==> src/rtl/adder_pkg.sv <==
// Shared types and helpers for the serial adder family.
package adder_pkg;

    // Controller states of the serial adder.
    typedef enum logic [1:0] {
        IDLE = 2'd0,
        RUN  = 2'd1,
        DONE = 2'd2
    } state_t;

    // Number of beats (clock cycles in RUN) needed for one addition.
    function automatic int beats(input int width, input int slice);
        return width / slice;
    endfunction

endpackage

==> src/rtl/adder_slice.sv <==
// Combinational SLICE-bit ripple-carry adder. c_msb is the carry into the
// top bit of the slice, used by the parent to derive signed overflow.
module adder_slice
    import adder_pkg::*;
#(
    parameter int SLICE = 1
) (
    input  logic [SLICE-1:0] a,
    input  logic [SLICE-1:0] b,
    input  logic             c_in,
    output logic [SLICE-1:0] sum,
    output logic             c_out,
    output logic             c_msb
);

    logic [SLICE:0] cy;

    // Ripple the carry through each bit of the slice.
    always_comb begin
        cy    = '0;
        sum   = '0;
        cy[0] = c_in;
        for (int i = 0; i < SLICE; i++) begin
            sum[i]   = a[i] ^ b[i] ^ cy[i];
            cy[i+1]  = (a[i] & b[i]) | (cy[i] & (a[i] ^ b[i]));
        end
        c_out = cy[SLICE];
        c_msb = cy[SLICE-1];
    end

endmodule

==> src/rtl/serial_adder.sv <==
// Multi-cycle adder: sum = a + b + c_in computed SLICE bits per clock using a
// single ripple slice and a carry flop, with valid/ready on both sides.
//
//   state | meaning
//   ------+-----------------------------------------------------------
//   IDLE  | waiting for operands, in_ready high
//   RUN   | one slice added per cycle, cnt_q counts completed beats
//   DONE  | result presented on sum/c_out/overflow until out_ready
module serial_adder
    import adder_pkg::*;
#(
    parameter int WIDTH = 8,
    parameter int SLICE = 1
) (
    input  logic             clk,
    input  logic             rst_n,
    input  logic             in_valid,
    output logic             in_ready,
    input  logic [WIDTH-1:0] a,
    input  logic [WIDTH-1:0] b,
    input  logic             c_in,
    output logic             out_valid,
    input  logic             out_ready,
    output logic [WIDTH-1:0] sum,
    output logic             c_out,
    output logic             overflow
);

    localparam int            NBEATS    = beats(WIDTH, SLICE);
    localparam int            CW        = (NBEATS > 1) ? $clog2(NBEATS) : 1;
    localparam logic [CW-1:0] LAST_BEAT = CW'(NBEATS - 1);

    generate
        if (WIDTH < 1 || SLICE < 1 || (WIDTH % SLICE) != 0) begin : g_bad_params
            $fatal(1, "serial_adder: SLICE (%0d) must divide WIDTH (%0d)", SLICE, WIDTH);
        end
    endgenerate

    state_t           state_q, state_d;
    logic [CW-1:0]    cnt_q, cnt_d;
    logic             carry_q, carry_d;
    logic [WIDTH-1:0] a_q, a_d;
    logic [WIDTH-1:0] b_q, b_d;
    logic [WIDTH-1:0] sum_q, sum_d;
    logic             c_out_q, c_out_d;
    logic             ovf_q, ovf_d;

    logic [SLICE-1:0] slc_sum;
    logic             slc_cout;
    logic             slc_cmsb;
    logic [WIDTH-1:0] a_shr;
    logic [WIDTH-1:0] b_shr;
    logic [WIDTH-1:0] res_full;
    logic             accept;
    logic             run_beat;
    logic             last_beat;

    adder_slice #(.SLICE(SLICE)) u_slice (
        .a     (a_q[SLICE-1:0]),
        .b     (b_q[SLICE-1:0]),
        .c_in  (carry_q),
        .sum   (slc_sum),
        .c_out (slc_cout),
        .c_msb (slc_cmsb)
    );

    assign accept    = (state_q == IDLE) && in_valid;
    assign run_beat  = (state_q == RUN);
    assign last_beat = (cnt_q == LAST_BEAT);

    // The final slice goes straight to sum, so the partial-result register
    // only needs to hold the WIDTH-SLICE bits produced by earlier beats.
    generate
        if (SLICE == WIDTH) begin : g_single_beat
            assign a_shr    = '0;
            assign b_shr    = '0;
            assign res_full = slc_sum;
        end else begin : g_multi_beat
            logic [WIDTH-SLICE-1:0] part_q, part_d;

            assign a_shr    = {{SLICE{1'b0}}, a_q[WIDTH-1:SLICE]};
            assign b_shr    = {{SLICE{1'b0}}, b_q[WIDTH-1:SLICE]};
            assign res_full = {slc_sum, part_q};

            // Partial result shifts right; each new slice enters at the top.
            always_comb begin
                part_d = part_q;
                if (accept) begin
                    part_d = '0;
                end else if (run_beat) begin
                    part_d = res_full[WIDTH-1:SLICE];
                end
            end

            // Partial-result register.
            always_ff @(posedge clk or negedge rst_n) begin
                if (!rst_n) begin
                    part_q <= '0;
                end else begin
                    part_q <= part_d;
                end
            end
        end
    endgenerate

    // Next-state and datapath control.
    always_comb begin
        state_d = state_q;
        cnt_d   = cnt_q;
        carry_d = carry_q;
        a_d     = a_q;
        b_d     = b_q;
        sum_d   = sum_q;
        c_out_d = c_out_q;
        ovf_d   = ovf_q;
        case (state_q)
            IDLE: begin
                if (in_valid) begin
                    a_d     = a;
                    b_d     = b;
                    carry_d = c_in;
                    cnt_d   = '0;
                    state_d = RUN;
                end
            end
            RUN: begin
                a_d     = a_shr;
                b_d     = b_shr;
                carry_d = slc_cout;
                cnt_d   = cnt_q + CW'(1);
                if (last_beat) begin
                    sum_d   = res_full;
                    c_out_d = slc_cout;
                    ovf_d   = slc_cout ^ slc_cmsb;
                    state_d = DONE;
                end
            end
            DONE: begin
                if (out_ready) begin
                    state_d = IDLE;
                end
            end
            default: begin
                state_d = IDLE;
            end
        endcase
    end

    // State, operand, carry and result registers.
    always_ff @(posedge clk or negedge rst_n) begin
        if (!rst_n) begin
            state_q <= IDLE;
            cnt_q   <= '0;
            carry_q <= 1'b0;
            a_q     <= '0;
            b_q     <= '0;
            sum_q   <= '0;
            c_out_q <= 1'b0;
            ovf_q   <= 1'b0;
        end else begin
            state_q <= state_d;
            cnt_q   <= cnt_d;
            carry_q <= carry_d;
            a_q     <= a_d;
            b_q     <= b_d;
            sum_q   <= sum_d;
            c_out_q <= c_out_d;
            ovf_q   <= ovf_d;
        end
    end

    assign in_ready  = (state_q == IDLE);
    assign out_valid = (state_q == DONE);
    assign sum       = sum_q;
    assign c_out     = c_out_q;
    assign overflow  = ovf_q;

endmodule

==> config.mk <==
export PLATFORM = sky130hd
export DESIGN_NAME = serial_adder
export DESIGN_NICKNAME = d
export VERILOG_FILES = /design/src/rtl/adder_pkg.sv /design/src/rtl/adder_slice.sv /design/src/rtl/serial_adder.sv
export SDC_FILE = /design/constraint.sdc
export NUM_CORES = 1
export LEC_CHECK = 0
export CORE_UTILIZATION = 45
export DETAILED_ROUTE_END_ITERATION = 8
export PLACE_DENSITY = 0.81
export SYNTH_ARGS = -nofsm -noshare
export SYNTH_HDL_FRONTEND = slang
export SYNTH_SLANG_ARGS = --single-unit
==> constraint.sdc <==
create_clock -name clk -period 2.5 [get_ports clk]
set_input_delay 0.5 -clock clk [delete_from_list [all_inputs] [get_ports clk]]
set_output_delay 0.5 -clock clk [all_outputs]
set_load 0.03 [all_outputs]
==> results of run 1 <==
-- cells by family after synthesis --
group | Yosys count
DFF | 39
buffers and inverters | 30
AOI/OAI and AO/OA | 29
and+or+nand+nor | 26
muxes | 11
adders and majority gates | 3
xor gates and xnor gates | 1
-- through the flow --
stage | hold slack (ns) | worst slack (ns) | util (%) | instance area [µm²] | instances
finish | 0.309 | 0.170 | 61.4 | 2130 | 217
floorplan | 0.204 | 0.902 | - | 1690 | 139
CTS | 0.330 | 0.158 | 61.4 | 2130 | 217
global placement | 0.478 | 0.394 | 58.0 | 2010 | 209
global route | 0.392 | 0.0758 | 61.4 | 2130 | 217
detailed placement | 0.496 | 0.295 | 58.0 | 2010 | 209
-- state kept, by name, indices dropped and copies added, names as in the netlist, 2 cells and up --
| name | flops |
|---|---|
| b_q | 8 |
| sum | 8 |
| cnt_q | 3 |
| state_q | 2 |
| g_multi_beat.part_q | 7 |
| a_q | 8 |
-- power by group --
part           switching (mW)  internal (mW)
clock network           0.212          0.323
registers               0.155          0.920
logic                   0.596          0.565
total                   0.962           1.81
-- worst max-delay path, cell delays in order, from the launching register on --
cell,delay [ns]
dfrtp_1,0.48
or2_2,0.34
inv_1,0.06
clkdlybuf4s50_1,0.66
-- worst paths after layout --
check,start,end,cells after the start
min,rst_n,a_q[4]$_DFFE_PN0P_,1
max,state_q[0]$_DFFE_PN0P_,in_ready,3
min reg2reg,a_q[7]$_DFFE_PN0P_,a_q[7]$_DFFE_PN0P_,2
max in group asynchronous,rst_n,overflow$_DFFE_PN0P_,1
max reg2reg,cnt_q[0]$_DFFE_PN0P_,sum[3]$_DFFE_PN0P_,4
min in group clk,a_q[7]$_DFFE_PN0P_,a_q[7]$_DFFE_PN0P_,2
-- area by class of cell --
class,count,share of cell area [%]
multi-input combinational,70,26.9
clock buffer,6,3.88
tap,46,2.70
clock inverter,2,1.65
sequential,39,45.8
inverter,20,3.53
timing repair buffer,34,15.5
-- synthesized netlist by cell type (all sizes together) --
master	instances	share of area (%)
fa	1	1.2
nand2	4	0.89
dfrtp	39	58
nor4b	1	0.52
nand2b	1	0.37
xor2	1	0.52
a211oi	1	0.44
ha	2	1.5
o221ai	2	1.0
a22o	9	4.7
nor3b	1	0.44
nor2	14	3.1
o21bai	1	0.67
a21oi	1	0.30
buf	8	3.5
or2	2	0.74
nor2b	2	1.2
o21ai	1	0.30
clkbuf	2	0.44
mux2	11	7.3
inv	20	4.4
a222oi	14	8.3
nand3b	1	0.44
-- routing by layer --
layer  vias up  GRT usage [%]  part of all wire [%]
li1        557              -                     -
met1       609           24.5                    45
met2        39           29.0                    47
met3         7           6.52                   6.9
met4         0           6.82                   1.6
met5         -              0                     0
==> results.cfg, run 1 <==
[status]
outcome = completed

[cts]
htree_levels = 2
cts_tree = done
cts_root_buf = clkbuf_8
cts_resized = 0
insertion_delay_ns = 0.29
clk_pin_slew_worst_paths_ns = 0.07
cts_hold_buf = 0
clockBufferDepth = 2
clock-sinks = 39
post-cts-setup-buffer-count = 0
numCtsBuffers = 5

[critical_path]
crit_path_start_kind = register
ff2ff_setup_slack_ns = 0.77
critPathKind = reg2out
arrival_ns = 1.83
required_ns = 2.00
crit_fanout = 10
endpoint_kind = output pin

[timing]
fin_skew_ns = 0.00215
timing.final.crit_period_ns = 2.33
tightest_slew_ns = 0.898
max-slew-margin-rel_pct = 40.0
finalSetupViolations = 0
slew_violations = 0
fmax_mhz = 429
hold_viol_final = 0
setup_tns_ns = 0
rsz0062_at_grt = no
fin_crit_sh_pct = 93.2

[logic_synthesis]
seq_area_frac_synth_pct = 57.7
synth-xor-area-share_pct = 0.518
synth_top_family_by_area = compound AO/OA/AOI/OAI gates
synth_compound_area_share_pct = 15.7
ys_types = 25
synth_nets = 163
synthesis.area_mm2 = 0.00169
syn_inst = 139
yosys_warnings = 0
yosys_register_bits = 39
synthMuxAreaShare_pct = 7.33
synth_fa_ha_area_share_pct = 2.66
syn_avg_cell_area_um2 = 12.2
yosys.area_share.simple_pct = 7.70

[global_route]
grt_start_max_net_pins = 40
grt_overflow = 0
antenna_found_initial = 0
grt_first_pass_wirelength_mm = 5.67
grt_pass1_vias = 1248
grt_util_all_layers_pct = 18.8

[cells_and_area]
layout_common_cells = dfrtp_1 (39), clkdlybuf4s50_1 (31), inv_1 (20)
nNetsFinal = 194
drive_gt1_share_pct = 15.2
multi_input_area_um2 = 573
antenna_cells = 0
regArea_um2 = 976
layout_commonest_cell = dfrtp_1
nFillCells = 293
area_growth_pct = 26.0

[routing]
dr.first_iter.drc_count = 120
vias = 1212
post-route-drc-count = 0
wire_per_inst_um = 15.5
via_per_inst = 5.59
routed_wl_mm = 3.37
antenna_left = 0
firstDrtPassIters = 4

[power]
p_leak_nw = 0.992
vdd_drop_max_mv = 0.663
power.density_mw_per_mm2 = 1300
total_power_mw = 2.77

[die]
die_h_um = 63.3
pin_count = 33
core_mm2 = 0.00347
die_w_um = 63.3
dieArea_mm2 = 0.00401
num_rows = 21
start_util_pct = 48.7

[job]
drv_cap = 0

[placement]
post-dp-hpwl_mm = 2.15
port_buffers = 32
gp_congestion = 0.725

[hold_path]
worstHoldPathType = in2async
Note: power is estimated with default switching activity, not from simulation.
==> run 2: changes to the inputs <==
- SLEW_MARGIN: not set -> 25
- TNS_END_PERCENT: not set -> 20
==> results of run 2 <==
Final layout, timing and power as in run 1 (identical DEF).
==> run 3: changes to the inputs <==
- CTS_BUF_LIST: not set -> sky130_fd_sc_hd__clkbuf_4
==> run 3 against run 2 <==
Net effect: final area decreased by 1.9%; setup slack got worse by 0.064 ns; die area unchanged; first-iteration DRC count rose by 25%; via count decreased by 0.25%; global-route usage down 0.39 points; flip-flop and latch count did not move; sequential share of layout area up 0.91 points; sequential power hardly changed; clock power is 24% lower.
==> results.cfg, run 3 (same netlist as run 1, synthesis figures left out) <==
[die]
pin_count = 33
die_h_um = 63.3
core_mm2 = 0.00347
die_w_um = 63.3
num_rows = 21
start_util_pct = 48.7
dieArea_mm2 = 0.00401

[routing]
via_per_inst = 5.57
drt-met1-wl_mm = 1.52
dr.first_iter.drc_count = 150
routed_wl_mm = 3.27
route.met2.wl_mm = 1.50
firstDrtPassIters = 8
met3_length_um = 212
vias = 1209
antenna_left = 0
wire_per_inst_um = 15.1
post-route-drc-count = 0
highest_layer = met4

[power]
clkPwrFrac_pct = 15.5
p_leak_nw = 0.974
switching_share_pct = 35.9
power.density_mw_per_mm2 = 1260
p_sw_mw = 0.947
vdd_drop_max_mv = 0.750
power.internal_mw = 1.69
p_comb_share_pct = 43.9
seq_power_share_pct = 40.6

[critical_path]
reg2regPathDepth = 4
worst_path_largest_cell_delay_ns = 0.66
critPathTopFamily = buffers and inverters
crit_path_start_kind = register
endpoint_kind = output pin
crit_fanout = 10
arrival_ns = 1.89
cp_num_cells = 3
worstPathCellList = or2_2 -> inv_1 -> clkdlybuf4s50_1
cp_slowest_cell = clkdlybuf4s50_1
critPathKind = reg2out
critPathBufInv = 2
required_ns = 2.00

[placement]
port_buffers = 32
dp_cells = 209
gp_congestion = 0.725
placedInstanceArea_mm2 = 0.00201
post-dp-hpwl_mm = 2.15

[timing]
max-slew-margin-rel_pct = 39.7
rsz0062_at_grt = no
slew_violations = 0
timing.final.crit_period_ns = 2.39
hold_viol_final = 0
tightest_slew_ns = 0.903
fin_skew_ns = 0.00798
setup_tns_ns = 0
finalSetupViolations = 0
fmax_mhz = 418
hold_ws_ns = 0.243
fin_crit_sh_pct = 95.8

[cts]
clock-sinks = 39
cts_resized = 0
cts_hold_buf = 0
htree_levels = 2
clk_pin_slew_worst_paths_ns = 0.12
insertion_delay_ns = 0.35
cts_root_buf = clkbuf_4
clockBufferDepth = 2
cts_tree = done
numCtsBuffers = 5
post-cts-setup-buffer-count = 0

[status]
outcome = completed

[cells_and_area]
area_growth_pct = 23.5
final_area_mm2 = 0.00209
layout_commonest_cell = dfrtp_1
antenna_cells = 0
drive_gt1_share_pct = 14.6
nNetsFinal = 194
nFillCells = 295
layout_common_cells = dfrtp_1 (39), clkdlybuf4s50_1 (31), inv_1 (20)
final_cells = 217

[global_route]
grt_start_max_net_pins = 40
grt_util_all_layers_pct = 18.4
grt_overflow = 0
grt_first_pass_wirelength_mm = 5.62
grt_pass1_vias = 1240
antenna_found_initial = 0

[hold_path]
worstHoldPathType = in2async

[job]
drv_cap = 0
-- run 3: worst paths after layout --
check                                       startpoint                            endpoint  slack, ns
worst max-delay path            state_q[0]$_DFFE_PN0P_                            in_ready       0.11
worst min-delay path                             rst_n                  a_q[2]$_DFFE_PN0P_       0.24
worst max register to register    cnt_q[0]$_DFFE_PN0P_                  sum[3]$_DFFE_PN0P_       0.77
worst min register to register    cnt_q[1]$_DFFE_PN0P_                cnt_q[1]$_DFFE_PN0P_       0.52
max in group asynchronous                        rst_n  g_multi_beat.part_q[2]$_DFFE_PN0P_       1.73
min in group clk                  cnt_q[1]$_DFFE_PN0P_                cnt_q[1]$_DFFE_PN0P_       0.52
-- run 3: final cells by class --
| class | instances | area (µm²) | share of cell area, % |
|---|---|---|---|
| inverters | 20 | 75.1 | 3.59 |
| repair buffers | 34 | 330 | 15.8 |
| clock buffers | 5 | 37.5 | 1.80 |
| multi-input cells | 70 | 573 | 27.4 |
| well taps | 46 | 57.6 | 2.76 |
| flip-flops and latches | 39 | 976 | 46.7 |
| clock inverters | 3 | 38.8 | 1.86 |
-- run 3: per-stage QoR --
| step | setup slack (ns) | power (mW) | util [%] |
|---|---|---|---|
| 2_1_floorplan | 0.902 | 1.91 | - |
| 3_5_place_dp | 0.295 | 2.24 | 58.0 |
| 6_report | 0.105 | 2.63 | 60.2 |
| 3_3_place_gp | 0.394 | 2.18 | 58.0 |
| 4_1_cts | 0.0909 | 2.66 | 60.2 |
| 5_1_grt | 0.000727 | 2.81 | 60.2 |
-- run 3: power by group through the flow --
| stage | Clock (mW) | Combinational (mW) | Sequential [mW] |
|---|---|---|---|
| after floorplan | 0 | 0.722 | 1.19 |
| after global placement | 0 | 1.10 | 1.07 |
| after detailed placement | 0 | 1.16 | 1.09 |
| after CTS | 0.415 | 1.17 | 1.07 |
| after global routing | 0.438 | 1.27 | 1.11 |
| final | 0.407 | 1.16 | 1.07 |
-- run 3: routing by layer --
| metal | track usage, % | up-vias |
|---|---|---|
| met3 | 6.52 | 5 |
| met5 | 0 | - |
| li1 | - | 559 |
| met1 | 24.8 | 611 |
| met2 | 28.1 | 34 |
| met4 | 5.11 | 0 |
-- run 3: worst register-to-register path, stage by stage (launching register included) --
cell and delay (ns):
dfrtp_1 0.40, ha_1 0.20, ha_1 0.19, nand3b_1 0.42, mux2_2 0.41
